<file path="src/rtl/fetch_stage.sv">
// Instruction-fetch front end: drives the PC to instruction memory, buffers {pc, inst}
// pairs in a shift FIFO, and handles redirects and instruction-memory store snooping.
module fetch_stage #(
  parameter logic [26:0] RESET_PC = 27'h3FB4,
  parameter int unsigned DEPTH    = 2
) (
  input  logic        clk,
  input  logic        rst,
  output logic [26:0] imem_pc,
  input  logic [31:0] imem_inst,
  input  logic        redirect_valid,
  input  logic [26:0] redirect_pc,
  input  logic        st_valid,
  input  logic [11:0] st_waddr,
  output logic        id_valid,
  input  logic        id_ready,
  output logic [31:0] id_inst,
  output logic [26:0] id_pc
);

  localparam int unsigned CW = $clog2(DEPTH + 1);
  localparam int unsigned AW = (DEPTH > 1) ? $clog2(DEPTH) : 1;

  logic [26:0]   fetch_pc, fetch_pc_nxt;
  logic [CW-1:0] count, count_nxt, count_kept;
  logic [26:0]   ent_pc       [DEPTH];
  logic [31:0]   ent_inst     [DEPTH];
  logic [26:0]   ent_pc_nxt   [DEPTH];
  logic [31:0]   ent_inst_nxt [DEPTH];
  logic          pop, can_enq, entry_hit, flight_hit;
  logic [26:0]   oldest_pc;

  // Slot 0 is the head; unused slots are kept at zero so empty shows id_pc/id_inst = 0.
  assign imem_pc  = fetch_pc;
  assign id_valid = (count != '0);
  assign id_pc    = ent_pc[0];
  assign id_inst  = ent_inst[0];

  always_comb begin
    pop        = (count != '0) && id_ready;
    can_enq    = (count < CW'(DEPTH)) || pop;
    flight_hit = (st_waddr == fetch_pc[13:2]);
    entry_hit  = 1'b0;
    for (int unsigned i = 0; i < DEPTH; i++) begin
      if ((CW'(i) < count) && !((i == 0) && pop) && (ent_pc[AW'(i)][13:2] == st_waddr))
        entry_hit = 1'b1;
    end
    oldest_pc    = pop ? ent_pc[1] : ent_pc[0];
    count_kept   = count - CW'(pop);
    fetch_pc_nxt = fetch_pc;
    count_nxt    = count_kept;

    for (int unsigned i = 0; i < DEPTH; i++) begin
      if (!pop) begin
        ent_pc_nxt[AW'(i)]   = ent_pc[AW'(i)];
        ent_inst_nxt[AW'(i)] = ent_inst[AW'(i)];
      end else if (i == DEPTH - 1) begin
        ent_pc_nxt[AW'(i)]   = '0;
        ent_inst_nxt[AW'(i)] = '0;
      end else begin
        ent_pc_nxt[AW'(i)]   = ent_pc[AW'((i + 1) % DEPTH)];
        ent_inst_nxt[AW'(i)] = ent_inst[AW'((i + 1) % DEPTH)];
      end
    end

    if (redirect_valid || (st_valid && entry_hit)) begin
      // Flush; a snoop hit refetches from the oldest entry that survives this cycle's pop.
      count_nxt    = '0;
      fetch_pc_nxt = redirect_valid ? (redirect_pc & ~27'h3) : oldest_pc;
      for (int unsigned i = 0; i < DEPTH; i++) begin
        ent_pc_nxt[AW'(i)]   = '0;
        ent_inst_nxt[AW'(i)] = '0;
      end
    end else if (st_valid && flight_hit) begin
      fetch_pc_nxt = fetch_pc;
    end else if (can_enq) begin
      for (int unsigned i = 0; i < DEPTH; i++) begin
        if (CW'(i) == count_kept) begin
          ent_pc_nxt[AW'(i)]   = fetch_pc;
          ent_inst_nxt[AW'(i)] = imem_inst;
        end
      end
      count_nxt    = count_kept + CW'(1);
      fetch_pc_nxt = fetch_pc + 27'd4;
    end
  end

  always_ff @(posedge clk) begin
    if (rst) begin
      fetch_pc <= RESET_PC;
      count    <= '0;
      for (int unsigned i = 0; i < DEPTH; i++) begin
        ent_pc[AW'(i)]   <= '0;
        ent_inst[AW'(i)] <= '0;
      end
    end else begin
      fetch_pc <= fetch_pc_nxt;
      count    <= count_nxt;
      for (int unsigned i = 0; i < DEPTH; i++) begin
        ent_pc[AW'(i)]   <= ent_pc_nxt[AW'(i)];
        ent_inst[AW'(i)] <= ent_inst_nxt[AW'(i)];
      end
    end
  end

endmodule

</file>
<file path="config.mk">
export PLATFORM = sky130hd
export DESIGN_NAME = fetch_stage
export DESIGN_NICKNAME = d
export VERILOG_FILES = /design/src/rtl/fetch_stage.sv
export SDC_FILE = /design/constraint.sdc
export NUM_CORES = 1
export LEC_CHECK = 0
export BUFFER_PORTS_ARGS = -buffer_cell sky130_fd_sc_hd__buf_2
export CAP_MARGIN = 10
export CORE_MARGIN = 2
export CORE_UTILIZATION = 50
export DETAILED_ROUTE_END_ITERATION = 10
export PLACE_DENSITY_LB_ADDON = 0.05
export REMOVE_ABC_BUFFERS = 1
export SETUP_SLACK_MARGIN = 0.02
export SYNTH_ARGS = -nofsm -noshare
export SYNTH_HDL_FRONTEND = slang
export SYNTH_SLANG_ARGS = --single-unit
</file>
<file path="constraint.sdc">
create_clock -name clk -period 6.8 [get_ports clk]
set_input_delay 0.34 -clock clk [delete_from_list [all_inputs] [get_ports clk]]
set_output_delay 0.34 -clock clk [all_outputs]
set_load 0.005 [all_outputs]
</file>
Yosys cells after proc, flatten, opt, wreduce, memory -nomap -nowiden:

Memories as Yosys holds them, arrays and structs flattened.
Cells that the tools add are included.
W data, S select, Z words.

* register bits: 29
* bits in writable memories: 118
* word-level logic and storage cells: 63
* memories: 2
* bits of input ports: 76
* output and inout bits: 87

* equal/unequal tests: 5
* mux-type cells: 30
* bitwise gates (word level): 4
* $add $sub $neg: 3
* reductions and logical operators: 14
* $lt $le $gt $ge: 3

Memories
* ent_inst: depth 2, bits a word 32, rd ports 2, clocked after memory_dff 0, write ports 2, RTL line 27 `logic [31:0] ent_inst [DEPTH];`
* ent_pc: depth 2, bits a word 27, rd ports 2, clocked after memory_dff 0, write ports 2, RTL line 26 `logic [26:0] ent_pc [DEPTH];`

Operator list (count)
* $mux W27: 11
* $mux W32: 6
* $mux W64: 3
* $mux W54: 3
* $eq A12 B12 Y1: 3
* $add A27 B3 Y27 const B: 1
* $logic_and A1 B1 Y1: 6
* $mux W1: 5
* $lt A1 B2 Y1 const A: 2
* $mux W2: 2
* $or A1 B1 Y1: 4
* $reduce_bool A2 Y1: 2
* $add A2 B1 Y2 const B: 1
* $eq A1 B2 Y1 const A: 1
* $logic_not A2 Y1: 1
* $logic_or A1 B1 Y1: 2
* $lt A2 B2 Y1 const B: 1
* $ne A2 B2 Y1 const B: 1
* $reduce_and A2 Y1: 1
* $reduce_or A2 Y1: 1
* $sub A2 B1 Y2: 1
* $logic_not A1 Y1: 1

Logic depth before layout (Yosys ltp):

* depth after elaboration: 11
* mapped depth: 14
* gate-level depth less buffers: 8

Worst setup path before layout:

No wires, ideal clock.

* path type: reg2reg
* start point: reg count[1]
* end point: mem ent_inst[1][1], in the netlist ent_inst[0][33]
* cell stages (with the launch flop): 15
* required time: 6.730 ns
* setup slack: 3.810 ns
* arrival time: 2.920 ns
* buffers on the path: 6
* library setup time: 0.070 ns
* clock period less this slack: 2.990 ns
* path through: dfxtp_1 o21ai_0 buf_2 clkbuf_1 clkbuf_1 inv_1 ha_1 xnor2_1 ha_1 and2_1 clkbuf_1 buf_4 buf_2 nand2_1 a21oi_1

RTL lines
* start: declaration: RTL line 25 `logic [CW-1:0] count, count_nxt, count_kept;`
* start signal: assignment: RTL line 98 `count <= count_nxt;`
* end: declaration: RTL line 27

==> impl_metrics.tcl <==
set metrics [dict create \
    grt_pass1_wl_um 32090 \
    max_slew.worst_pin.slew_ns 1.109 \
    grt_max_degree 119 \
    grt_setup_unrepaired "false" \
    detail_route.drc_violations 0 \
    final_antenna_net_count 0 \
    numCtsBuffers 17 \
    intPower_mw 1.765 \
    post-cts-setup-buffer-count 0 \
    dr_total_vias 6658 \
    maxCapViolations 0 \
    maxClockFrequency_mhz 319.1 \
    clkLatencyLatePin_ns 0.42 \
    cts_tree "built" \
    grt_antenna_before_repair 1 \
    p_leak_nw 3.701 \
    fin_setup_tns_ns 0 \
    p_seq_share_pct 38.6 \
    final_layout_size_suffix_gt1_share_pct 23.25 \
    share_comb_of_total_power_pct 25.4 \
    core_region_area_um2 15150 \
    required_ns 7.13 \
    start_kind "flop" \
    post_synthesis_cell_area_um2 7731 \
    fp.dieH_um 128.3 \
    clock-skew-final_ns 0.008003 \
    port_buffers 160 \
    routed_wire_length_um 20380 \
    end_kind "flop" \
    seq_total_area_yosys_pct 38.06 \
    mostFrequentLayoutCell "sky130_fd_sc_hd__buf_2" \
    vias_per_cell 5.740 \
    cp.arrival_ns 3.46 \
    htreeDepth 4 \
    setup.worst_path.class "reg -> reg" \
    timing_hold_violations_final 0 \
    final.period_utilization_pct 46.09 \
    detailedRoute.firstPassIterationCount 5 \
    worst_slew_margin_rel_pct 25.36 \
    cts.path.max_buffers 2 \
    report.final.setup_viol 0 \
    drtIter0Drc 369 \
    synth_flop_cell "sky130_fd_sc_hd__dfxtp_1" \
    cts_resized 0 \
    fillers 1406 \
    postSynthCellCount 909 \
    floorplan.initialDensity_pct 51.05 \
    global_route.usage.total_pct 24.56 \
    final_nets 1039 \
    layout_common_cells "sky130_fd_sc_hd__buf_2 (160), sky130_fd_sc_hd__dfxtp_1 (147), sky130_fd_sc_hd__nand2_1 (86)" \
    ys_seq_elements 147 \
    status "finished clean" \
    detail_route.wl_per_cell_um 17.57 \
    area.growth.synth_to_final_pct 10.55 \
    min_path_type "in -> reg" \
    regArea_um2 2943 \
    io-pin-count 163 \
    place_congestion 0.8438 \
    synthesis.area_per_instance_um2 8.505 \
    worstPathMaxFanout 36 \
    synth_enable_flop_cells 0 \
    synth_cell_types 61 \
    clkSlewWorstSetupHoldPaths_ns 0.06 \
    pwr_density_cell_nw_per_um2 308.8 \
    dieWidth_um 128.3 \
    post_cts_hold_buffer_count 0 \
    multi_input_area_um2 3874 \
    p_sw_share_pct 33.12 \
    synth_async_sr_flop_share_pct 0 \
    root_buffer "sky130_fd_sc_hd__clkbuf_16" \
    cts.sink_count 147 \
    vdd_ir_drop_max_v 0.0001861 \
    dp.final_hpwl_um 13110 \
    part_of_the_power_in_the_clock_network_pct 36.0 \
    hold_ws_ns 0.1496 \
    ys.warnings.count 0 \
    dieArea_um2 16470 \
    shortest_clock_period_the_worst_path_allows_after_layout_ns 3.134 \
    first_global_vias 6318 \
    insertedDiodeCount 0 \
    globalRouteOverflowTotal 0 \
    netSwitchingPower_mw 0.8741 \
    finalMaxSlewViolations 0 \
    placement_rows 45 \
]
==> final cells by class <==
type	count	share of cell area, %
multi-input cells	613	45.32
flip-flops and latches	147	34.43
repair buffers	165	9.808
clock buffers	19	5.182
well taps	188	2.752
clock inverters	13	1.845
inverters	15	0.6588
==> routing by layer <==
layer	track usage (%)	vias up	wire length [um]	share of wire (%)
li1	-	3244	-	-
met1	31.54	3183	9129	45
met2	40.58	209	9745	48
met3	6.362	22	1222	6.0
met4	7.757	0	286	1.4
met5	0	-	0	0
==> cell usage after synthesis (4+ instances only) <==
| master | number | share of area (%) |
|---|---|---|
| sky130_fd_sc_hd__buf_6 | 10 | 1.5 |
| sky130_fd_sc_hd__a31oi_1 | 6 | 0.49 |
| sky130_fd_sc_hd__nand2_1 | 86 | 4.2 |
| sky130_fd_sc_hd__o21a_1 | 5 | 0.49 |
| sky130_fd_sc_hd__buf_2 | 30 | 1.9 |
| sky130_fd_sc_hd__inv_1 | 13 | 0.63 |
| sky130_fd_sc_hd__nand4_1 | 11 | 0.89 |
| sky130_fd_sc_hd__xor2_1 | 17 | 1.9 |
| sky130_fd_sc_hd__o21ai_0 | 23 | 1.5 |
| sky130_fd_sc_hd__a22oi_1 | 4 | 0.39 |
| sky130_fd_sc_hd__o22ai_1 | 6 | 0.49 |
| sky130_fd_sc_hd__nand3_1 | 69 | 4.5 |
| sky130_fd_sc_hd__a21oi_1 | 78 | 5.0 |
| sky130_fd_sc_hd__ha_1 | 4 | 0.65 |
| sky130_fd_sc_hd__buf_4 | 66 | 6.4 |
| sky130_fd_sc_hd__clkbuf_1 | 26 | 1.3 |
| sky130_fd_sc_hd__nor2_1 | 74 | 3.6 |
| sky130_fd_sc_hd__o221a_1 | 4 | 0.58 |
| sky130_fd_sc_hd__xnor2_1 | 29 | 3.3 |
| sky130_fd_sc_hd__mux2i_1 | 61 | 7.9 |
| sky130_fd_sc_hd__o22a_1 | 5 | 0.57 |
| sky130_fd_sc_hd__dfxtp_1 | 147 | 38 |
| sky130_fd_sc_hd__o21ai_2 | 4 | 0.45 |
| sky130_fd_sc_hd__and3_1 | 6 | 0.49 |
| sky130_fd_sc_hd__a211oi_1 | 65 | 6.3 |
| sky130_fd_sc_hd__nand2b_1 | 5 | 0.40 |
| sky130_fd_sc_hd__nor3_1 | 7 | 0.45 |
==> cell families (layout without fill, tap and decap cells) <==
kind of cell | count (synthesis) | in the layout | synth area share [%]
AOI/OAI and AO/OA | 215 | 215 | 18.01
xor gates and xnor gates | 47 | 47 | 5.422
muxes | 64 | 64 | 8.383
DFF | 147 | 147 | 38.06
buffers and inverters | 149 | 212 | 12.06
and+or+nand+nor | 283 | 283 | 17.41
adders and majority gates | 4 | 4 | 0.6474
==> through the flow <==
| stage | cell area (um^2) | instances | util, % | total power, mW | setup slack, ns |
|---|---|---|---|---|---|
| global placement | 7946 | 1128 | 52.47 | 1.677 | 3.670 |
| global route | 8547 | 1160 | 56.43 | 2.773 | 3.489 |
| finish | 8547 | 1160 | 56.43 | 2.640 | 3.666 |
| floorplan | 6855 | 775 | - | 1.491 | -5.099 |
| CTS | 8547 | 1160 | 56.43 | 2.657 | 3.652 |
| detailed placement | 7946 | 1128 | 52.47 | 1.707 | 3.622 |
==> registers in the layout (all words and copies together), names as in the netlist <==
name	cells
ent_inst	64
ent_pc	54
count	2
imem_pc	27
==> worst max-delay path: stages (launching register included) <==
cell	delay (ns)
sky130_fd_sc_hd__dfxtp_1	0.55
sky130_fd_sc_hd__xnor2_1	0.14
sky130_fd_sc_hd__nand4_1	0.20
sky130_fd_sc_hd__nor4_4	0.09
sky130_fd_sc_hd__nor2_2	0.58
sky130_fd_sc_hd__and2_2	0.69
sky130_fd_sc_hd__buf_4	0.53
sky130_fd_sc_hd__nand2_1	0.11
sky130_fd_sc_hd__a21oi_1	0.15
==> final timing paths <==
kind | from | endpoint | slack [ns] | cells after the start
worst max-delay path | imem_pc[10] | ent_pc[0][51] | 3.67 | 8
worst min-delay path | redirect_pc[7] | imem_pc[7] | 0.15 | 3
worst max register to register | imem_pc[10] | ent_pc[0][51] | 3.67 | 8
worst min register to register | ent_inst[0][40] | ent_inst[0][40] | 0.46 | 2
==> power by group through the flow <==
stage / logic [mW] / registers, mW / clock network [mW]
after global placement: 0.645 / 1.03 / 0
after detailed placement: 0.670 / 1.04 / 0
after floorplan: 0.461 / 1.03 / 0
after global routing: 0.738 / 1.03 / 1.00
after CTS: 0.674 / 1.02 / 0.964
final: 0.670 / 1.02 / 0.950
No activity file was read; power rests on OpenSTA's default activity.
